<file path="config.mk">
export PLATFORM = sky130hd
export DESIGN_NAME = iter_div_unit
export DESIGN_NICKNAME = d
export VERILOG_FILES = /design/src/rtl/iter_div_unit.sv
export SDC_FILE = /design/constraint.sdc
export NUM_CORES = 1
export LEC_CHECK = 0
export BUFFER_PORTS_ARGS = -buffer_cell sky130_fd_sc_hd__clkbuf_2
export CAP_MARGIN = 30
export CELL_PAD_IN_SITES_DETAIL_PLACEMENT = 0
export CELL_PAD_IN_SITES_GLOBAL_PLACEMENT = 2
export CORE_ASPECT_RATIO = 1.1
export CORE_MARGIN = 2
export CORE_UTILIZATION = 31
export DETAILED_ROUTE_END_ITERATION = 8
export GPL_ROUTABILITY_DRIVEN = 0
export HOLD_SLACK_MARGIN = 0.08
export PLACE_DENSITY_LB_ADDON = 0.1
export SYNTH_ARGS = -nofsm -noshare
export SYNTH_HDL_FRONTEND = slang
export SYNTH_SLANG_ARGS = --single-unit
</file>
<file path="constraint.sdc">
create_clock -name clk -period 3.21 [get_ports clk]
set_input_delay 0.1605 -clock clk [delete_from_list [all_inputs] [get_ports clk]]
set_output_delay 0.1605 -clock clk [all_outputs]
set_load 0.03 [all_outputs]
</file>
<file path="src/rtl/iter_div_unit.sv">
`default_nettype none
// ============================================================================
//  Module      : iter_div_unit
//  Description : Iterative restoring radix-2 integer divider. It accepts one
//                signed or unsigned request at a time and returns the
//                quotient and remainder a fixed WIDTH+1 cycles after accept.
//                The tag travels alongside the operation unchanged.
//  Revision    : 1.0 - initial release
// ----------------------------------------------------------------------------
//  Ports
//    clk            : single clock, all state changes on its rising edge
//    reset          : synchronous, active-high reset
//    in_valid       : request valid
//    in_ready       : unit accepts a request this cycle
//    in_signed      : 1 = signed divide, 0 = unsigned divide
//    in_dividend    : dividend (WIDTH bits)
//    in_divisor     : divisor  (WIDTH bits)
//    in_tag         : opaque tag, returned with the result
//    flush          : cancel any in-flight operation and drop its result
//    out_valid      : result valid
//    out_ready      : consumer takes the result
//    out_quotient   : quotient  (WIDTH bits)
//    out_remainder  : remainder (WIDTH bits)
//    out_tag        : tag of the request that produced the result
//    busy           : an operation is in flight or waiting to be consumed
// ============================================================================
module iter_div_unit #(
  parameter int WIDTH = 32,
  parameter int TAG_W = 5
) (
  input  logic             clk,
  input  logic             reset,
  input  logic             in_valid,
  output logic             in_ready,
  input  logic             in_signed,
  input  logic [WIDTH-1:0] in_dividend,
  input  logic [WIDTH-1:0] in_divisor,
  input  logic [TAG_W-1:0] in_tag,
  input  logic             flush,
  output logic             out_valid,
  input  logic             out_ready,
  output logic [WIDTH-1:0] out_quotient,
  output logic [WIDTH-1:0] out_remainder,
  output logic [TAG_W-1:0] out_tag,
  output logic             busy
);

  localparam int CNT_W = $clog2(WIDTH + 1);

  localparam logic [1:0] S_IDLE = 2'd0;
  localparam logic [1:0] S_CALC = 2'd1;
  localparam logic [1:0] S_DONE = 2'd2;

  // The counter runs 0..WIDTH: WIDTH shift/subtract steps, then one cycle
  // where the sign fixup is applied and the result is published.
  localparam logic [CNT_W-1:0] C_CNT_LAST = CNT_W'(WIDTH);
  localparam logic [CNT_W-1:0] C_CNT_ONE  = CNT_W'(1);

  // --------------------------------------------------------------------------
  // State
  // --------------------------------------------------------------------------
  logic [1:0]       r_state;
  logic [CNT_W-1:0] r_cnt;
  logic [WIDTH-1:0] r_quo;      // dividend magnitude shifting out, quotient bits shifting in
  logic [WIDTH-1:0] r_rem;      // partial remainder, always < divisor when divisor != 0
  logic [WIDTH-1:0] r_dvs;      // divisor magnitude
  logic             r_neg_q;    // quotient must be negated
  logic             r_neg_r;    // remainder takes the (negative) dividend sign
  logic             r_dz;       // divide by zero
  logic [TAG_W-1:0] r_tag;
  logic [WIDTH-1:0] r_out_q;
  logic [WIDTH-1:0] r_out_r;
  logic [TAG_W-1:0] r_out_tag;

  // --------------------------------------------------------------------------
  // Handshake
  // --------------------------------------------------------------------------
  logic w_idle;
  logic w_calc;
  logic w_done;
  logic w_accept;

  assign w_idle   = (r_state == S_IDLE);
  assign w_calc   = (r_state == S_CALC);
  assign w_done   = (r_state == S_DONE);

  // Flush blocks acceptance so a flushed cycle never starts a new operation.
  assign in_ready = ~flush & (w_idle | (w_done & out_ready));
  assign w_accept = in_valid & in_ready;

  assign out_valid     = w_done;
  assign busy          = w_calc | w_done;
  assign out_quotient  = r_out_q;
  assign out_remainder = r_out_r;
  assign out_tag       = r_out_tag;

  // --------------------------------------------------------------------------
  // Operand conditioning at accept
  // --------------------------------------------------------------------------
  // Magnitudes are formed in WIDTH+1 bits so the most negative value has an
  // exact positive magnitude; that magnitude still fits WIDTH unsigned bits.
  logic             w_dvd_neg;
  logic             w_dvs_neg;
  logic [WIDTH:0]   w_dvd_ext;
  logic [WIDTH:0]   w_dvs_ext;
  logic [WIDTH:0]   w_dvd_abs;
  logic [WIDTH:0]   w_dvs_abs;
  logic             w_dvs_zero;

  assign w_dvd_neg  = in_signed & in_dividend[WIDTH-1];
  assign w_dvs_neg  = in_signed & in_divisor[WIDTH-1];
  assign w_dvd_ext  = {w_dvd_neg, in_dividend};
  assign w_dvs_ext  = {w_dvs_neg, in_divisor};
  assign w_dvd_abs  = w_dvd_neg ? -w_dvd_ext : w_dvd_ext;
  assign w_dvs_abs  = w_dvs_neg ? -w_dvs_ext : w_dvs_ext;
  assign w_dvs_zero = (in_divisor == '0);

  // --------------------------------------------------------------------------
  // One restoring step
  // --------------------------------------------------------------------------
  // Because the partial remainder is below the divisor, the shifted value is
  // below twice the divisor; a successful subtraction therefore leaves the
  // top bit clear, and a borrow always sets it.
  logic [WIDTH:0]   w_shift;
  logic [WIDTH:0]   w_diff;
  logic             w_fits;
  logic [WIDTH-1:0] w_rem_next;
  logic [WIDTH-1:0] w_quo_next;

  assign w_shift    = {r_rem, r_quo[WIDTH-1]};
  assign w_diff     = w_shift - {1'b0, r_dvs};
  assign w_fits     = ~w_diff[WIDTH];
  assign w_rem_next = w_fits ? w_diff[WIDTH-1:0] : w_shift[WIDTH-1:0];
  assign w_quo_next = {r_quo[WIDTH-2:0], w_fits};

  // --------------------------------------------------------------------------
  // Sign fixup
  // --------------------------------------------------------------------------
  // With a zero divisor every trial subtraction succeeds, so the remainder
  // register ends up holding |dividend|; re-applying the dividend sign then
  // returns the original dividend. Only the quotient needs overriding.
  logic [WIDTH-1:0] w_quo_fix;
  logic [WIDTH-1:0] w_rem_fix;

  assign w_quo_fix = r_dz    ? '1 : (r_neg_q ? -r_quo : r_quo);
  assign w_rem_fix = r_neg_r ? -r_rem : r_rem;

  // --------------------------------------------------------------------------
  // Sequential
  // --------------------------------------------------------------------------
  always_ff @(posedge clk) begin
    if (reset) begin
      r_state   <= S_IDLE;
      r_cnt     <= '0;
      r_quo     <= '0;
      r_rem     <= '0;
      r_dvs     <= '0;
      r_neg_q   <= 1'b0;
      r_neg_r   <= 1'b0;
      r_dz      <= 1'b0;
      r_tag     <= '0;
      r_out_q   <= '0;
      r_out_r   <= '0;
      r_out_tag <= '0;
    end else if (flush) begin
      // Any pending result is discarded, even if a handshake coincides.
      r_state <= S_IDLE;
      r_cnt   <= '0;
    end else if (w_accept) begin
      // Accept is only possible from IDLE or from DONE while the result is
      // being taken, so loading here covers back-to-back operation too.
      r_state <= S_CALC;
      r_cnt   <= '0;
      r_quo   <= w_dvd_abs[WIDTH-1:0];
      r_rem   <= '0;
      r_dvs   <= w_dvs_abs[WIDTH-1:0];
      r_neg_q <= w_dvd_neg ^ w_dvs_neg;
      r_neg_r <= w_dvd_neg;
      r_dz    <= w_dvs_zero;
      r_tag   <= in_tag;
    end else begin
      case (r_state)
        S_IDLE: begin
          r_state <= S_IDLE;
        end
        S_CALC: begin
          if (r_cnt == C_CNT_LAST) begin
            r_out_q   <= w_quo_fix;
            r_out_r   <= w_rem_fix;
            r_out_tag <= r_tag;
            r_state   <= S_DONE;
          end else begin
            r_quo <= w_quo_next;
            r_rem <= w_rem_next;
            r_cnt <= r_cnt + C_CNT_ONE;
          end
        end
        S_DONE: begin
          if (out_ready) begin
            r_state <= S_IDLE;
          end
        end
        default: begin
          r_state <= S_IDLE;
        end
      endcase
    end
  end

endmodule
`default_nettype wire

</file>
==> run metrics, run 1 <==
worst-path fanout max=4; post-placement cell area=12700 µm²; fin cells=2149; DRC=0; Vias/cell=5.00; total power=5.73 mW; Synth Register Bits=181; Setup Total Neg Slack=0 ns; Final Skew=0.0130 ns; Synth top area share=32.7%; Min Clock Period, post-route=3.07 ns; endpoints failing setup=0; Starting Density=31.4%; Hold WS=0.0979 ns; Slew Limit Fails=0; Top FF cell, synth=dfxtp_1; CTS buffer count=17; most frequent CP cell=or4_1; met1 usage=23.7%; final WL=36.4 mm; PwrDens=407 nW/µm²; DR WL/cell=17.0 µm; CTS H-tree depth=4; critical path capture point type=flop; Fillers=3735; GR Layer Usage met2=35.2%; Core Area=35200 µm²; Yosys top cell by area=dfxtp_1; status=complete, no violations; first-pass GRT wire length=57.4 mm; period utilisation layout=95.7%; Post-Synthesis Cells=1446; row count=72; synth unique cells=67; GR Util met3=3.71%; CP Data Arrival Time=3.44 ns; GR peak layer=met2; initial drt markers=496; CTS root buffer=clkbuf_16; post-route setup slack=0.140 ns; Worst Tran Pin Value=0.882 ns; Seq/Total Area, Yosys=32.7%; final hold violations=0; Multi-input gate area=7100 µm²; register-to-register setup slack=0.15 ns; Hold Path Cell Cnt=3; Crit path required time=3.57 ns; Longest Clk Path Bufs=2; Leak=5.56 nW; Total Routing Usage GR=19.7%; syn nets=1563; Synth Area per Inst=7.66 µm²; synthesized area=11100 µm²; I/O Pins=147; PortBufs=146; synth top area cells=dfxtp_1 33%, xor2_1 6.9%, nor2_1 6.4%; Setup WS pre-CTS=-0.0441 ns; EDFF count, synth=0; Via Count=10.7k; Reg-to-Reg Start=r_quo[2]; Die ar.=37200 µm²; P&R area growth vs syn=27.1%; pin count of the biggest net entering global routing=99; Worst-Skew Late Latency=0.45 ns; vias in the first global route=10.4k; HP Class=in -> reg; Startpoint Class=primary input; Placed Cells=2065; placed wire-length estimate=27.1 mm; 1st-pass router iterations=5; FF/Latch Area=3630 µm²; Peak Freq=0.326 GHz; CP Cell Sequence=dlygate4sd3_1, clkbuf_2, or4_1, or3_1, or4_1, nor4_4, nand2_1, o41ai_1, xor2_1, a211oi_1; share of layout cells above drive strength 1=19.5%; most frequent cell after synthesis=nor2_1; CTS tree=yes; crit path kind=in -> reg; endpoint of the lowest-slack register-to-register path=out_quotient[28]; Largest stage delay, worst path=0.56 ns; post-route ant nets=0; TritonCTS Sinks=181; maximum VDD drop=365 µV; total of max-cap violations=0; post-route cell area=14100 µm²; Die Ht=202 µm; Finished Core Util=39.9%; HP Start=in_signed; relative slew slack=41.2%; clock-pin transition on the worst setup and hold timing paths=0.08 ns; grt ovf=0; Slowest cell on crit path=or4_1; Final nets=1772; fraction of registers with async set/reset=0%; Synth top cells by count=190 x nor2_1, 181 x dfxtp_1, 165 x nand2_1, 127 x a21oi_1, 87 x xor2_1; antenna violations before repair=4; Worst Hold End=r_neg_q; die width=184 µm; r2r worst-path depth=9; Ys Warns=0
## worst max-delay path by stage
| stage | startpoint | to | slack (ns) | cells after the start |
|---|---|---|---|---|
| 2_1_floorplan | r_quo[31] | r_rem[14] | 0.01 | 13 |
| 3_3_place_gp | r_rem[0] | out_remainder[26] | 0.004 | 10 |
| 3_5_place_dp | r_rem[0] | out_remainder[26] | -0.04 | 10 |
| 4_1_cts | r_rem[0] | out_remainder[22] | 0.0002 | 11 |
| 5_1_grt | r_rem[0] | r_rem[19] | -0.01 | 14 |
| 6_report | in_divisor[9] | r_dvs[28] | 0.14 | 10 |
## routing by layer
metal	part of all wire (%)	vias to the layer above
li1	-	5558
met1	44	4960
met4	2.2	8
met2	51	176
met3	3.0	42
met5	0.14	-
## placed cells by master, fill, tap and decap left out, types with 32 or more instances in the layout
cell             n
buf_4           80
o21ai_0         82
a311oi_1        34
ha_1            39
xnor2_1         57
nor3_1          32
a211oi_1        72
dfxtp_1        177
inv_1           56
a21oi_1        124
dlygate4sd3_1   46
nor2_1         188
clkbuf_2       145
xor2_1          86
nand2_1        163
## timing repair
item	in CTS	in global routing
endpoints found under the hold margin	46	0
setup buffers	0	5
pin swaps	0	15
hold buffers	46	0
cloned	0	2
resized for setup	3	41
setup endpoints to repair	2	47
## power by group
| part | switching, mW | internal (mW) |
|---|---|---|
| clock network | 1.02 | 1.17 |
| registers | 0.0735 | 2.31 |
| logic | 0.638 | 0.516 |
| total | 1.73 | 4.00 |
## final cells by class
cell class              count  share of cell area [%]
clock buffers              17                    3.02
clock inverters            14                    1.20
diodes                      1                  0.0178
flip-flops and latches    181                    25.8
inverters                  58                    1.57
multi-input cells        1120                    50.5
well taps                 481                    4.28
repair buffers            277                    13.6
## critical path, delay by kind of cell
| kind | cells | cell delay [ns] |
|---|---|---|
| xor+xnor | 1 | 0.13 |
| simple gates | 5 | 1.87 |
| compound gates | 2 | 0.57 |
| buf+inv | 2 | 0.70 |
## kinds of logic (layout without fill, tap and decap cells)
group / Yosys count / after routing / synth area share (%)
AO/OA/AOI/OAI: 426 / 426 / 24.7
XOR/XNOR: 144 / 144 / 11.4
adder cells (fa/ha/maj): 42 / 42 / 4.82
buffers and inverters: 145 / 366 / 4.93
flip-flops: 181 / 181 / 32.7
multiplexers: 5 / 5 / 0.463
other: 0 / 1 / 0
AND/OR/NAND/NOR: 503 / 503 / 20.9
## sequential cells by signal (all words and copies together), names as in the netlist
name	flops
out_quotient	32
out_remainder	32
out_tag	5
r_cnt	6
r_dvs	32
r_dz	1
r_neg_q	1
r_neg_r	1
r_quo	32
r_rem	32
r_state	2
r_tag	5
No activity file was read; power rests on OpenSTA's default activity.
==> inputs of run 2 (changes only) <==
REMOVE_ABC_BUFFERS = 1   (was default)
==> run metrics, run 2 (synthesis gave the netlist of run 1 again) <==
die width=184 µm (unchanged); Setup Total Neg Slack=0 ns (unchanged); fin cells=2129 (-0.93%); Longest Clk Path Bufs=2 (unchanged); initial drt markers=475 (-4.2%); post-route cell area=13800 µm² (-1.8%); total power=5.71 mW (-0.27%); Int Pwr=4.06 mW (+1.6%); clock-pin transition on the worst setup and hold timing paths=0.07 ns (about the same); 1st-pass router iterations=5 (unchanged); clock share of power=39.1% (+0.9 points); crit path kind=reg -> reg; HP Class=in -> reg; CTS tree=yes; Final nets=1752 (-1.1%); final WL=33.7 mm (-7.5%); Slew Limit Fails=0 (unchanged); vias in the first global route=9867 (-4.9%); Min Clock Period, post-route=3.07 ns (-0.00320 ns); CTS H-tree depth=4 (unchanged); Vias/cell=4.93 (-1.4%); first-pass GRT wire length=52.5 mm (-8.5%); endpoints failing setup=0 (unchanged); PortBufs=146 (unchanged); Flop pwr share=41.6% (about the same); sw power=1.65 mW (-4.5%); CP Cell Sequence=inv_1, ha_1, fa_2, nand2b_4, a21oi_2, o31ai_1, o211a_1, o32a_1, xor2_4, clkbuf_16, or3_1, a21oi_1; Switching Fraction=28.9% (-1.3 points); Buf/Inv on CP=2 (unchanged); most common cell after layout, fill and taps aside=nor2_1; Hold WS=0.0947 ns (-0.00325 ns); final hold violations=0 (unchanged); Leak=5.48 nW (-1.4%); Die Ht=202 µm (unchanged); TritonCTS Sinks=181 (unchanged); pin count of the biggest net entering global routing=84 (-15%); Crit path max-delay family=compound AO/OA/AOI/OAI gates; Starting Density=31.4% (unchanged); Slowest cell on crit path=o32a_1; Reg-to-Reg Start=r_quo[31]; DR WL/cell=15.8 µm (-6.6%); CTS buffer count=17 (unchanged); Setup crit start=r_quo[31]; total of max-cap violations=0 (unchanged); CP Data Arrival Time=3.44 ns (about the same); most frequent cells in the layout=189 x nor2_1, 180 x dfxtp_1, 164 x nand2_1; relative slew slack=36.7% (-4.4 points); antenna violations before repair=0 (-4); share of layout cells above drive strength 1=18.3% (-1.2 points); Final Skew=0.00977 ns (-0.00328 ns); I/O Pins=147 (unchanged); post-placement cell area=12800 µm² (about the same); status=complete, no violations; Die ar.=37200 µm² (unchanged); placed wire-length estimate=25.4 mm (-6.5%); critical path capture point type=flop; Placed Cells=2063 (-0.097%); row count=72 (unchanged); diode count=0 (-1); DRC=0 (unchanged); Worst-Skew Late Latency=0.44 ns (about the same); grt ovf=0 (unchanged); Core Area=35200 µm² (unchanged); maximum VDD drop=370 µV (+1.4%); PwrDens=413 nW/µm² (+1.6%); Combinational Power Share=19.2% (-1.0 points); CTS root buffer=clkbuf_16; Peak Freq=0.326 GHz (+0.10%); Crit path required time=3.58 ns (about the same); P&R area growth vs syn=24.8%; worst-path fanout max=15 (+11); Worst Tran Pin Value=0.940 ns (+0.0579 ns); Startpoint Class=flop; Largest stage delay, worst path=0.40 ns (-0.16 ns); Total Routing Usage GR=17.8% (-1.9 points); period utilisation layout=95.6% (-0.10 points); post-route ant nets=0 (unchanged); Via Count=10.5k (-2.3%); RSZ-0062 raised after global routing=no; HP Start=in_dividend[4]
## run 2: path summary, 6_finish.rpt
check	slack (ns)	endpoint	cells after the start
worst max register to register	0.14	r_rem[28]	12
worst min register to register	0.45	out_tag[0]	2
worst max-delay path	0.14	r_rem[28]	12
worst min-delay path	0.09	r_quo[4]	4
## run 2: final cells by class
cell class | instances | area (µm²)
clock buffer | 19 | 443
clock inverter | 13 | 170
fill | 3688 | 21400
inverter | 58 | 218
multi-input combinational | 1120 | 7010
sequential | 181 | 3620
tap | 481 | 602
timing repair buffer | 257 | 1740
## run 2: stage by stage
stage / setup slack, ns / util, %
final: 0.143 / 39.2
after global placement: -0.0245 / 36.2
after floorplan: -3.80 / -
after detailed placement: -0.0661 / 36.2
after global routing: 0.00656 / 39.2
after CTS: 0.0183 / 38.8
## run 2: power by group through the flow
stage / Clock, mW / Combinational, mW / Sequential (mW)
floorplan: 0 / 0.644 / 2.41
global placement: 0 / 1.04 / 2.43
detailed placement: 0 / 1.03 / 2.43
CTS: 2.31 / 1.07 / 2.37
global route: 2.40 / 1.22 / 2.39
finish: 2.24 / 1.10 / 2.38
## run 2: per-layer routing
layer / share of wire [%] / up-vias / GRT usage, %
li1: - / 5521 / -
met1: 48 / 4783 / 23.6
met2: 48 / 164 / 30.4
met3: 2.7 / 28 / 2.27
met4: 1.6 / 0 / 4.71
met5: 0 / - / 0
## run 2: worst register-to-register path: cells and delay by family (launching register included)
kind,cells,cell delay (ns)
compound gates,5,1.08
xor+xnor,1,0.22
fa+ha+maj,2,0.57
buf+inv,2,0.27
flops,1,0.33
simple gates,2,0.54
## run 2: what timing repair did
| item | CTS | global route |
|---|---|---|
| pin swaps | 0 | 7 |
| resized for setup | 1 | 22 |
| setup endpoints to repair | 1 | 36 |
| gates cloned | 0 | 2 |
| buffers inserted | 0 | 1 |
| endpoints found under the hold margin | 31 | 0 |
| hold buffers | 31 | 0 |
==> inputs of run 3 (changes only) <==
BUFFER_PORTS_ARGS = -buffer_cell sky130_fd_sc_hd__buf_2   (was -buffer_cell sky130_fd_sc_hd__clkbuf_2)
CORE_UTILIZATION = 32   (was 31)
CTS_BUF_LIST = sky130_fd_sc_hd__clkbuf_4 sky130_fd_sc_hd__clkbuf_8   (was default)
==> run metrics, run 3 (synthesis gave the netlist of run 1 again) <==
critical path capture point type=flop; Slew Limit Fails=0 (unchanged); post-route ant nets=0 (unchanged); Vias/cell=5.02 (+1.9%); PortBufs=146 (unchanged); CTS buffer count=17 (unchanged); antenna violations before repair=0 (unchanged); grt ovf=0 (unchanged); PwrDens=362 nW/µm² (-12%); P&R area growth vs syn=26.1%; HP Class=in -> reg; DRC=0 (unchanged); CTS H-tree depth=4 (unchanged); Final Skew=0.0159 ns (+0.00610 ns); Min Clock Period, post-route=3.07 ns (-0.00227 ns); DR WL/cell=15.9 µm (+0.24%); share of layout cells above drive strength 1=18.2% (-0.17 points); CTS tree=yes; row count=71 (-1.4%); total of max-cap violations=0 (unchanged); worst-path fanout max=4 (-11); relative slew slack=49.6% (+13 points); Startpoint Class=flop; Leak=5.63 nW (+2.6%); most common cell after layout, fill and taps aside=nor2_1; die width=181 µm (-1.5%); Final nets=1789 (+2.1%); placed wire-length estimate=25.2 mm (-0.48%); most frequent cells in the layout=189 x nor2_1, 179 x dfxtp_1, 164 x nand2_1; period utilisation layout=95.5% (about the same); Worst Tran Pin Value=0.754 ns (-0.187 ns); pin count of the biggest net entering global routing=84 (unchanged); TritonCTS Sinks=181 (unchanged); Hold WS=0.108 ns (+0.0132 ns); endpoints failing setup=0 (unchanged); Total Routing Usage GR=18.3% (+0.52 points); Die ar.=36100 µm² (-3.1%); I/O Pins=147 (unchanged); maximum VDD drop=254 µV (-31%); total power=5.05 mW (-12%); Longest Clk Path Bufs=2 (unchanged); crit path kind=reg -> reg; Die Ht=199 µm (-1.5%); Crit path required time=3.63 ns (+0.05 ns); post-route cell area=14000 µm² (+1.1%); Worst-Skew Late Latency=0.49 ns (+0.05 ns); Peak Freq=0.326 GHz (about the same); Core Area=34100 µm² (-3.2%); final hold violations=0 (unchanged); vias in the first global route=9899 (+0.32%); first-pass GRT wire length=52.4 mm (-0.10%); clock-pin transition on the worst setup and hold timing paths=0.11 ns (+0.04 ns); CTS root buffer=clkbuf_8; Starting Density=32.4% (+1.0 points); Via Count=10.7k (+1.6%); r2r worst-path depth=9 (-3); initial drt markers=490 (+3.2%); final WL=33.7 mm (unchanged); Hold Path Cell Cnt=4 (unchanged); post-placement cell area=12700 µm² (-0.64%); CP Data Arrival Time=3.48 ns (+0.04 ns); 1st-pass router iterations=5 (unchanged); Finished Core Util=40.9% (+1.7 points); status=complete, no violations
## run 3: cell types whose count changed in the layout (fill, tap and decap cells not counted), moves of 5 or more
cell           previous run  this run
inv_8                     0         5
buf_2                     0       141
clkbuf_8                  1        17
clkbuf_16                19         2
dlygate4sd3_1            31        67
clkbuf_2                145         0
## run 3: through the flow
step / setup slack (ns) / cells / TNS [ns]
final: 0.145 / 2124 / 0
after global routing: -0.00237 / 2123 / -0.00237
after global placement: 0.0564 / 2018 / 0
after CTS: 0.0114 / 2121 / 0
after detailed placement: -0.00806 / 2018 / -0.00806
after floorplan: -3.80 / 1359 / -284.54
## run 3: per-layer routing
| metal | up-vias | global-route usage [%] | routed length (µm) |
|---|---|---|---|
| li1 | 5584 | - | - |
| met1 | 4892 | 23.8 | 16100 |
| met2 | 172 | 32.1 | 16300 |
| met3 | 19 | 2.62 | 862 |
| met4 | 0 | 4.46 | 430 |
| met5 | - | 0 | 0 |
## run 3: timing repair
item / in CTS / in global routing
pin swaps: 1 / 13
buffers inserted: 0 / 4
endpoints found under the setup margin: 2 / 33
hold buffers: 71 / 0
cloned: 0 / 2
resized for setup: 2 / 32
hold endpoints to repair: 75 / 0
## run 3: worst max-delay path: stages (launching register included)
cell     delay (ns)
dfxtp_1        0.32
or3_1          0.39
or3b_4         0.42
or4_4          0.49
or3_4          0.37
or4_4          0.51
o21ai_2        0.14
xnor2_1        0.14
nor3_2         0.05
nor3_1         0.17
## run 3: cell type report
type                            count  area (µm²)
Tap cell                          438         548
Antenna cell                        1        2.50
Clock buffer                       17         234
Inverter                           58         218
Fill cell                        3661       20200
Multi-Input combinational cell   1120        7050
Sequential cell                   181        3630
Clock inverter                     15         139
Timing Repair Buffer              294        2140
## run 3: final timing paths
| path | endpoint | slack [ns] | from |
|---|---|---|---|
| max | out_quotient[28] | 0.14 | r_quo[2] |
| min | r_quo[4] | 0.11 | in_dividend[4] |
| max reg2reg | out_quotient[28] | 0.14 | r_quo[2] |
| min reg2reg | out_tag[4] | 0.46 | r_tag[4] |
## run 3: power breakdown
part	internal, mW	total (mW)	switching (mW)	leakage (nW)
clock	0.571	1.54	0.965	0.179
sequential	2.31	2.37	0.0614	1.47
combinational	0.521	1.14	0.622	3.97
